$ cat src/rtl/ex_stage_ctrl_pkg.sv
// ex_stage_ctrl_pkg
//   Shared definitions for the EX stage control slice: FSM state encodings
//   and the pipeline control constants (reset level, flush level, TRUE/FALSE).
package ex_stage_ctrl_pkg;

   typedef enum logic [1:0] {
      EX_ST_IDLE     = 2'd0,
      EX_ST_MUL_WAIT = 2'd1,
      EX_ST_DIV_WAIT = 2'd2,
      EX_ST_DONE     = 2'd3
   } ex_state_e;

   // Reset is active-high; this is the level of rst_n that resets.
   localparam logic DFF_RST_ENABLE = 1'b1;
   localparam logic FLUSH          = 1'b1;
   localparam logic TRUE           = 1'b1;
   localparam logic FALSE          = 1'b0;

endpackage

$ cat src/rtl/ex_stage_ctrl_if.sv
// ex_stage_ctrl_if
//   Handshake and control bundle between the ID/EX register, the EX stage
//   controller, the mul/div datapaths and the EX/MEM register.
//   slave  : the EX controller side (consumes pipeline inputs, drives status/pulses)
//   master : the surrounding pipeline side
//   Inputs to EX : pipe_flush, id_ex_valid, ex_is_mul_inst, ex_is_div_inst,
//                  ex_is_load, mem_allowin, div_done
//   Outputs of EX: ex_allowin, ex_valid, ex_mem_valid, mul_start, div_start,
//                  div_kill, ex_busy, ex_load_valid
interface ex_stage_ctrl_if;
   logic pipe_flush;
   logic id_ex_valid;
   logic ex_allowin;
   logic ex_is_mul_inst;
   logic ex_is_div_inst;
   logic ex_is_load;
   logic mem_allowin;
   logic div_done;
   logic ex_valid;
   logic ex_mem_valid;
   logic mul_start;
   logic div_start;
   logic div_kill;
   logic ex_busy;
   logic ex_load_valid;

   modport slave (
      input  pipe_flush, id_ex_valid, ex_is_mul_inst, ex_is_div_inst,
             ex_is_load, mem_allowin, div_done,
      output ex_allowin, ex_valid, ex_mem_valid, mul_start, div_start,
             div_kill, ex_busy, ex_load_valid
   );

   modport master (
      output pipe_flush, id_ex_valid, ex_is_mul_inst, ex_is_div_inst,
             ex_is_load, mem_allowin, div_done,
      input  ex_allowin, ex_valid, ex_mem_valid, mul_start, div_start,
             div_kill, ex_busy, ex_load_valid
   );
endinterface

$ cat src/rtl/ex_stage_ctrl.sv
// ex_stage_ctrl
//   EX stage pipeline control: owns the EX valid bit, answers the ID->EX
//   valid/allowin handshake, sequences multi-cycle multiply (fixed latency
//   MUL_LAT) and divide (until div_done), and presents ex_mem_valid to MEM
//   under mem_allowin back-pressure.
//   Ports:
//     clk   - single clock
//     rst_n - synchronous reset, active-high despite the legacy name
//     ex    - ex_stage_ctrl_if.slave control bundle
//   Parameters:
//     MUL_LAT - multiplier latency in cycles (>= 2)
//     CNT_W   - width of the multiply wait counter (>= clog2(MUL_LAT))
module ex_stage_ctrl
   import ex_stage_ctrl_pkg::*;
#(
   parameter int unsigned MUL_LAT = 2,
   parameter int unsigned CNT_W   = 4
) (
   input logic            clk,
   input logic            rst_n,
   ex_stage_ctrl_if.slave ex
);

   // MUL_WAIT spans MUL_LAT-1 cycles; cnt counts down to 0 inclusive.
   localparam logic [CNT_W-1:0] MUL_CNT_INIT = CNT_W'(MUL_LAT - 2);

   ex_state_e        state_q, state_d;
   logic [CNT_W-1:0] cnt_q, cnt_d;
   logic             ex_valid_q;
   logic             ex_ready_go;
   logic             allowin;
   logic             start_ok;
   logic             flushing;

   assign flushing = (ex.pipe_flush == FLUSH);

   // State register and counter
   always_ff @(posedge clk) begin
      if (rst_n == DFF_RST_ENABLE) begin
         state_q <= EX_ST_IDLE;
         cnt_q   <= '0;
      end else begin
         state_q <= state_d;
         cnt_q   <= cnt_d;
      end
   end

   // EX valid bit: flush beats a same-cycle accept
   always_ff @(posedge clk) begin
      if (rst_n == DFF_RST_ENABLE) begin
         ex_valid_q <= FALSE;
      end else if (flushing) begin
         ex_valid_q <= FALSE;
      end else if (allowin) begin
         ex_valid_q <= ex.id_ex_valid;
      end
   end

   // Next-state logic
   always_comb begin
      state_d = state_q;
      cnt_d   = cnt_q;
      if (flushing) begin
         state_d = EX_ST_IDLE;
         cnt_d   = '0;
      end else begin
         case (state_q)
            EX_ST_IDLE: begin
               if (ex_valid_q && ex.ex_is_mul_inst) begin
                  state_d = EX_ST_MUL_WAIT;
                  cnt_d   = MUL_CNT_INIT;
               end else if (ex_valid_q && ex.ex_is_div_inst) begin
                  state_d = EX_ST_DIV_WAIT;
               end
            end
            EX_ST_MUL_WAIT: begin
               if (cnt_q == '0) begin
                  state_d = EX_ST_DONE;
               end else begin
                  cnt_d = cnt_q - CNT_W'(1);
               end
            end
            EX_ST_DIV_WAIT: begin
               if (ex.div_done == TRUE) begin
                  state_d = EX_ST_DONE;
               end
            end
            EX_ST_DONE: begin
               // Next instruction (if any) is latched at this edge and is
               // evaluated in IDLE during the following cycle.
               if (ex.mem_allowin) begin
                  state_d = EX_ST_IDLE;
               end
            end
            default: state_d = EX_ST_IDLE;
         endcase
      end
   end

   // Output logic
   always_comb begin
      ex_ready_go = ((state_q == EX_ST_IDLE) && !ex.ex_is_mul_inst && !ex.ex_is_div_inst)
                    || (state_q == EX_ST_DONE);
      allowin     = !ex_valid_q || (ex_ready_go && ex.mem_allowin);
      // Start pulses only from IDLE, so each fires once per instruction.
      start_ok    = (state_q == EX_ST_IDLE) && ex_valid_q && !flushing;

      ex.ex_allowin    = allowin;
      ex.ex_valid      = ex_valid_q;
      ex.ex_mem_valid  = ex_valid_q && ex_ready_go;
      ex.mul_start     = start_ok && ex.ex_is_mul_inst;
      ex.div_start     = start_ok && ex.ex_is_div_inst && !ex.ex_is_mul_inst;
      ex.div_kill      = flushing && (state_q == EX_ST_DIV_WAIT);
      ex.ex_busy       = (state_q == EX_ST_MUL_WAIT) || (state_q == EX_ST_DIV_WAIT);
      ex.ex_load_valid = ex_valid_q && ex.ex_is_load;
   end

endmodule

$ cat src/flat_wrapper.sv
// flat-port wrapper written by rule: the top's interface ports become plain ports
module ex_stage_ctrl_flat import ex_stage_ctrl_pkg::*;
#(
   parameter int unsigned MUL_LAT = 2,
   parameter int unsigned CNT_W   = 4
)
  (clk, rst_n, ex_pipe_flush, ex_id_ex_valid, ex_ex_is_mul_inst, ex_ex_is_div_inst, ex_ex_is_load, ex_mem_allowin, ex_div_done, ex_ex_allowin, ex_ex_valid, ex_ex_mem_valid, ex_mul_start, ex_div_start, ex_div_kill, ex_ex_busy, ex_ex_load_valid);
  ex_stage_ctrl_if ex_i ();
  input logic clk;
  input logic rst_n;
  input wire logic [$bits(ex_i.pipe_flush)-1:0] ex_pipe_flush;
  input wire logic [$bits(ex_i.id_ex_valid)-1:0] ex_id_ex_valid;
  input wire logic [$bits(ex_i.ex_is_mul_inst)-1:0] ex_ex_is_mul_inst;
  input wire logic [$bits(ex_i.ex_is_div_inst)-1:0] ex_ex_is_div_inst;
  input wire logic [$bits(ex_i.ex_is_load)-1:0] ex_ex_is_load;
  input wire logic [$bits(ex_i.mem_allowin)-1:0] ex_mem_allowin;
  input wire logic [$bits(ex_i.div_done)-1:0] ex_div_done;
  output wire logic [$bits(ex_i.ex_allowin)-1:0] ex_ex_allowin;
  output wire logic [$bits(ex_i.ex_valid)-1:0] ex_ex_valid;
  output wire logic [$bits(ex_i.ex_mem_valid)-1:0] ex_ex_mem_valid;
  output wire logic [$bits(ex_i.mul_start)-1:0] ex_mul_start;
  output wire logic [$bits(ex_i.div_start)-1:0] ex_div_start;
  output wire logic [$bits(ex_i.div_kill)-1:0] ex_div_kill;
  output wire logic [$bits(ex_i.ex_busy)-1:0] ex_ex_busy;
  output wire logic [$bits(ex_i.ex_load_valid)-1:0] ex_ex_load_valid;
  assign ex_i.pipe_flush = ex_pipe_flush;
  assign ex_i.id_ex_valid = ex_id_ex_valid;
  assign ex_i.ex_is_mul_inst = ex_ex_is_mul_inst;
  assign ex_i.ex_is_div_inst = ex_ex_is_div_inst;
  assign ex_i.ex_is_load = ex_ex_is_load;
  assign ex_i.mem_allowin = ex_mem_allowin;
  assign ex_i.div_done = ex_div_done;
  assign ex_ex_allowin = ex_i.ex_allowin;
  assign ex_ex_valid = ex_i.ex_valid;
  assign ex_ex_mem_valid = ex_i.ex_mem_valid;
  assign ex_mul_start = ex_i.mul_start;
  assign ex_div_start = ex_i.div_start;
  assign ex_div_kill = ex_i.div_kill;
  assign ex_ex_busy = ex_i.ex_busy;
  assign ex_ex_load_valid = ex_i.ex_load_valid;
  ex_stage_ctrl #(.MUL_LAT(MUL_LAT), .CNT_W(CNT_W)) u_core (.clk(clk), .rst_n(rst_n), .ex(ex_i));
endmodule
$ cat config.mk
export PLATFORM = sky130hd
export DESIGN_NAME = ex_stage_ctrl_flat
export DESIGN_NICKNAME = d
export VERILOG_FILES = /design/src/rtl/ex_stage_ctrl_pkg.sv /design/src/rtl/ex_stage_ctrl_if.sv /design/src/rtl/ex_stage_ctrl.sv /design/src/flat_wrapper.sv
export SDC_FILE = /design/constraint.sdc
export NUM_CORES = 1
export LEC_CHECK = 0
export ABC_AREA = 0
export BUFFER_PORTS_ARGS = -buffer_cell sky130_fd_sc_hd__buf_2
export CAP_MARGIN = 15
export CORE_AREA = 2 2 39 41
export DETAILED_ROUTE_END_ITERATION = 7
export DIE_AREA = 0 0 41 43
export GPL_TIMING_DRIVEN = 1
export SYNTH_ARGS = -nofsm -noshare
export SYNTH_HDL_FRONTEND = slang
export SYNTH_SLANG_ARGS = --single-unit
$ cat constraint.sdc
create_clock -name clk -period 4.6 [get_ports clk]
set_clock_uncertainty 0.15 [all_clocks]
set_input_delay 0.69 -clock clk [delete_from_list [all_inputs] [get_ports clk]]
set_output_delay 0.69 -clock clk [all_outputs]
set_load 0.02 [all_outputs]
==> impl_metrics.csv <==
group,metric,value,unit
power,combPwrFrac,20.4,%
clocking,cts_tree,"built",
power,powerDensity,228,mW/mm2
clocking,cts_root_buf,"clkbuf_4",
cells_and_area,final_cell_mix,"buf_2, inv_1, dfxtp_1",
synth,syn_inst,65,
global_route,grt_pass1_wl,1930,um
synth,avgSynthCellArea,8.07,um2
floorplan,initial_utilization,37.9,%
floorplan,dieArea,0.00176,mm2
min_path,hold_class,"reg2reg",
synth,ys_top_cells_by_area,"dfxtp_1, ha_1, inv_1",
detailed_routing,antenna_left,0,
outcome,run_status,"finished, final reports clean",
detailed_routing,first_iter_violations,5,
clocking,clk_path_buf_depth,2,
flow_run,drv_cap,0,
clocking,numCtsBuffers,3,
clocking,hold_buffers,0,
floorplan,rows,14,
synth,synth.top_cell.area_share,26.7,%
sta,min_period,2.56,ns
clocking,cts_resized,0,
sta,tightestPinTransition,0.368,ns
setup_path,cp.buffers_inverters,2,
power,p_sw_share,27.6,%
power,pwr-share-seq,42.8,%
place,dp.final_hpwl,940,um
setup_path,cp_slowest_stage_delay,0.36,ns
setup_path,cp_cell_sequence,"inv_1 > ha_1 > nor3b_1 > o21ai_0 > nand2_1 > buf_2",
detailed_routing,routed_wirelength,1160,um
setup_path,required,3.76,ns
synth,ys_types,28,
floorplan,die_w,41,um
setup_path,cp.arrival,1.72,ns
min_path,holdPathStages,2,
floorplan,core_area,0.00138,mm2
place,pre_cts_ws,2.21,ns
setup_path,ff2ff_path_depth,6,
floorplan,io_pins,17,
global_route,grt_usage,16.1,%
detailed_routing,routedWlPerCell,11.5,um
setup_path,r2r-end,"u_core.state_q[1]$_SDFFE_PP0P_",
floorplan,die_h,43,um
sta,whs,0.354,ns
clocking,htreeDepth,1,
detailed_routing,via_per_inst,5.28,
global_route,antenna_found_initial,0,
power,ir_drop,0.0000909,V
sta,setup_ws,2.04,ns
synth,netlist_area,524,um2
synth,ys_warn_count,0,
cells_and_area,n_antenna_cell,0,
synth,seq_area_frac_synth,26.7,%
min_path,min_to,"u_core.cnt_q[1]$_SDFFE_PP0P_",
place,io_buffers,16,
sta,max_freq,0.391,GHz
sta,hold_viol,0,
sta,relSlewSlack,75.3,%
min_path,hp-start,"u_core.cnt_q[1]$_SDFFE_PP0P_",
power,leakage,0.282,nW
synth,ys_seq_elements,7,
sta,setup_tns,0,ns
detailed_routing,first_pass_iters,4,
clocking,cts_num_sinks,7,
clocking,clkLatencyLatePin,0.25,ns
power,switching_power,0.0410,mW
setup_path,r2r_setup_slack,2.73,ns
setup_path,crit_type,"reg2out",
setup_path,setup.worst_path.start_class,"flop",
clocking,cts_setup_buffers,0,
power,clock_power_share,36.7,%
cells_and_area,areaGrowthSynthToFinish,24.1,%
clocking,clk_pin_slew,0.05,ns
place,gp_congestion,0.741,
power,intPower,0.108,mW
detailed_routing,drc_errors,0,
synth,syn_nets,79,
setup_path,critPathMaxFanout,6,
synth,synth_top_area_cell,"dfxtp_1",
cells_and_area,nets,100,
setup_path,r2r_start,"u_core.cnt_q[0]$_SDFFE_PP0P_",
setup_path,cpMaxStageDelayCell,"nor3b_1",
global_route,overflow,0,
cells_and_area,drive_above_1_share,31.8,%
cells_and_area,final_common_cell,"buf_2",
global_route,grt_max_degree,8,
sta,drv_slew,0,
sta,grt_setup_unrepaired,"false",
sta,setup_viol_count_final,0,
detailed_routing,num_vias,533,
global_route,grt_pass1_vias,496,
sta,fin_crit_sh,55.7,%
setup_path,crit_path_end_kind,"output port",
setup_path,cpLargestDelayFamily,"simple AND/OR/NAND/NOR gates",
## cell type report
type / count / area [um2]
Clock buffer: 4 / 26.3
Fill cell: 130 / 733
Sequential cell: 7 / 140
Multi-Input combinational cell: 50 / 354
Tap cell: 16 / 20.0
Inverter: 8 / 30.0
Timing Repair Buffer: 16 / 80.1
## cells by family after synthesis
family / Yosys count / synth area share, %
compound gates: 16 / 21.5
simple gates: 29 / 34.1
fa+ha+maj: 5 / 11.9
flops: 7 / 26.7
buf+inv: 8 / 5.73
## through the flow
| stage | utilization (%) | total power [mW] | cells | instance area, um2 |
|---|---|---|---|---|
| 4_1_cts | 47.0 | 0.151 | 101 | 651 |
| 3_3_place_gp | 45.1 | 0.0949 | 97 | 624 |
| 5_1_grt | 47.0 | 0.159 | 101 | 651 |
| 6_report | 47.0 | 0.149 | 101 | 651 |
| 3_5_place_dp | 45.1 | 0.0950 | 97 | 624 |
| 2_1_floorplan | - | 0.0846 | 65 | 524 |
## state kept, by name, summed over array words and instances, names as in the netlist
| name | count |
|---|---|
| u_core.cnt_q | 4 |
| u_core.state_q | 2 |
| u_core.ex.ex_valid | 1 |
## worst max-delay path by stage
stage,startpoint,end,slack (ns),depth (start not counted)
6_report,u_core.state_q[0]$_SDFFE_PP0P_,ex_ex_allowin,2.04,6
4_1_cts,u_core.state_q[0]$_SDFFE_PP0P_,ex_ex_allowin,2.07,6
5_1_grt,u_core.state_q[0]$_SDFFE_PP0P_,ex_ex_allowin,1.86,6
3_5_place_dp,ex_ex_is_mul_inst,ex_ex_allowin,2.21,5
2_1_floorplan,ex_ex_is_div_inst,ex_div_start,2.16,2
3_3_place_gp,ex_ex_is_mul_inst,ex_ex_allowin,2.24,5
## power groups by stage
stage	clock network [mW]	registers, mW	logic, mW
global placement	0	0.0649	0.0300
finish	0.0546	0.0637	0.0303
floorplan	0	0.0650	0.0196
CTS	0.0574	0.0636	0.0303
global route	0.0616	0.0638	0.0340
detailed placement	0	0.0648	0.0302
## synthesized netlist by cell type, drive strengths merged
cell	count
a2111o	1
a21boi	1
a21oi	5
a22oi	1
and2	2
and2b	1
and3	1
dfxtp	7
ha	5
inv	8
nand2	4
nand3	3
nand3b	1
nor2	5
nor2b	1
nor3	2
nor3b	2
nor4	3
nor4b	1
o21ai	3
o21bai	1
o221a	2
o22ai	2
or2	1
or2b	1
or3	1
## per-layer routing
metal,GRT usage [%],vias up,share of wire (%)
li1,-,274,-
met1,19.4,231,45
met2,24.7,24,48
met3,0.524,4,4.9
met4,13.3,0,2.2
met5,0,-,0
## worst min-delay path: cells and delay by family (launching register included)
| family | cells | cell delay (ns) |
|---|---|---|
| and+or+nand+nor | 1 | 0.06 |
| DFF | 1 | 0.33 |
| AOI/OAI and AO/OA | 1 | 0.06 |
Note: power is estimated with default switching activity, not from simulation.
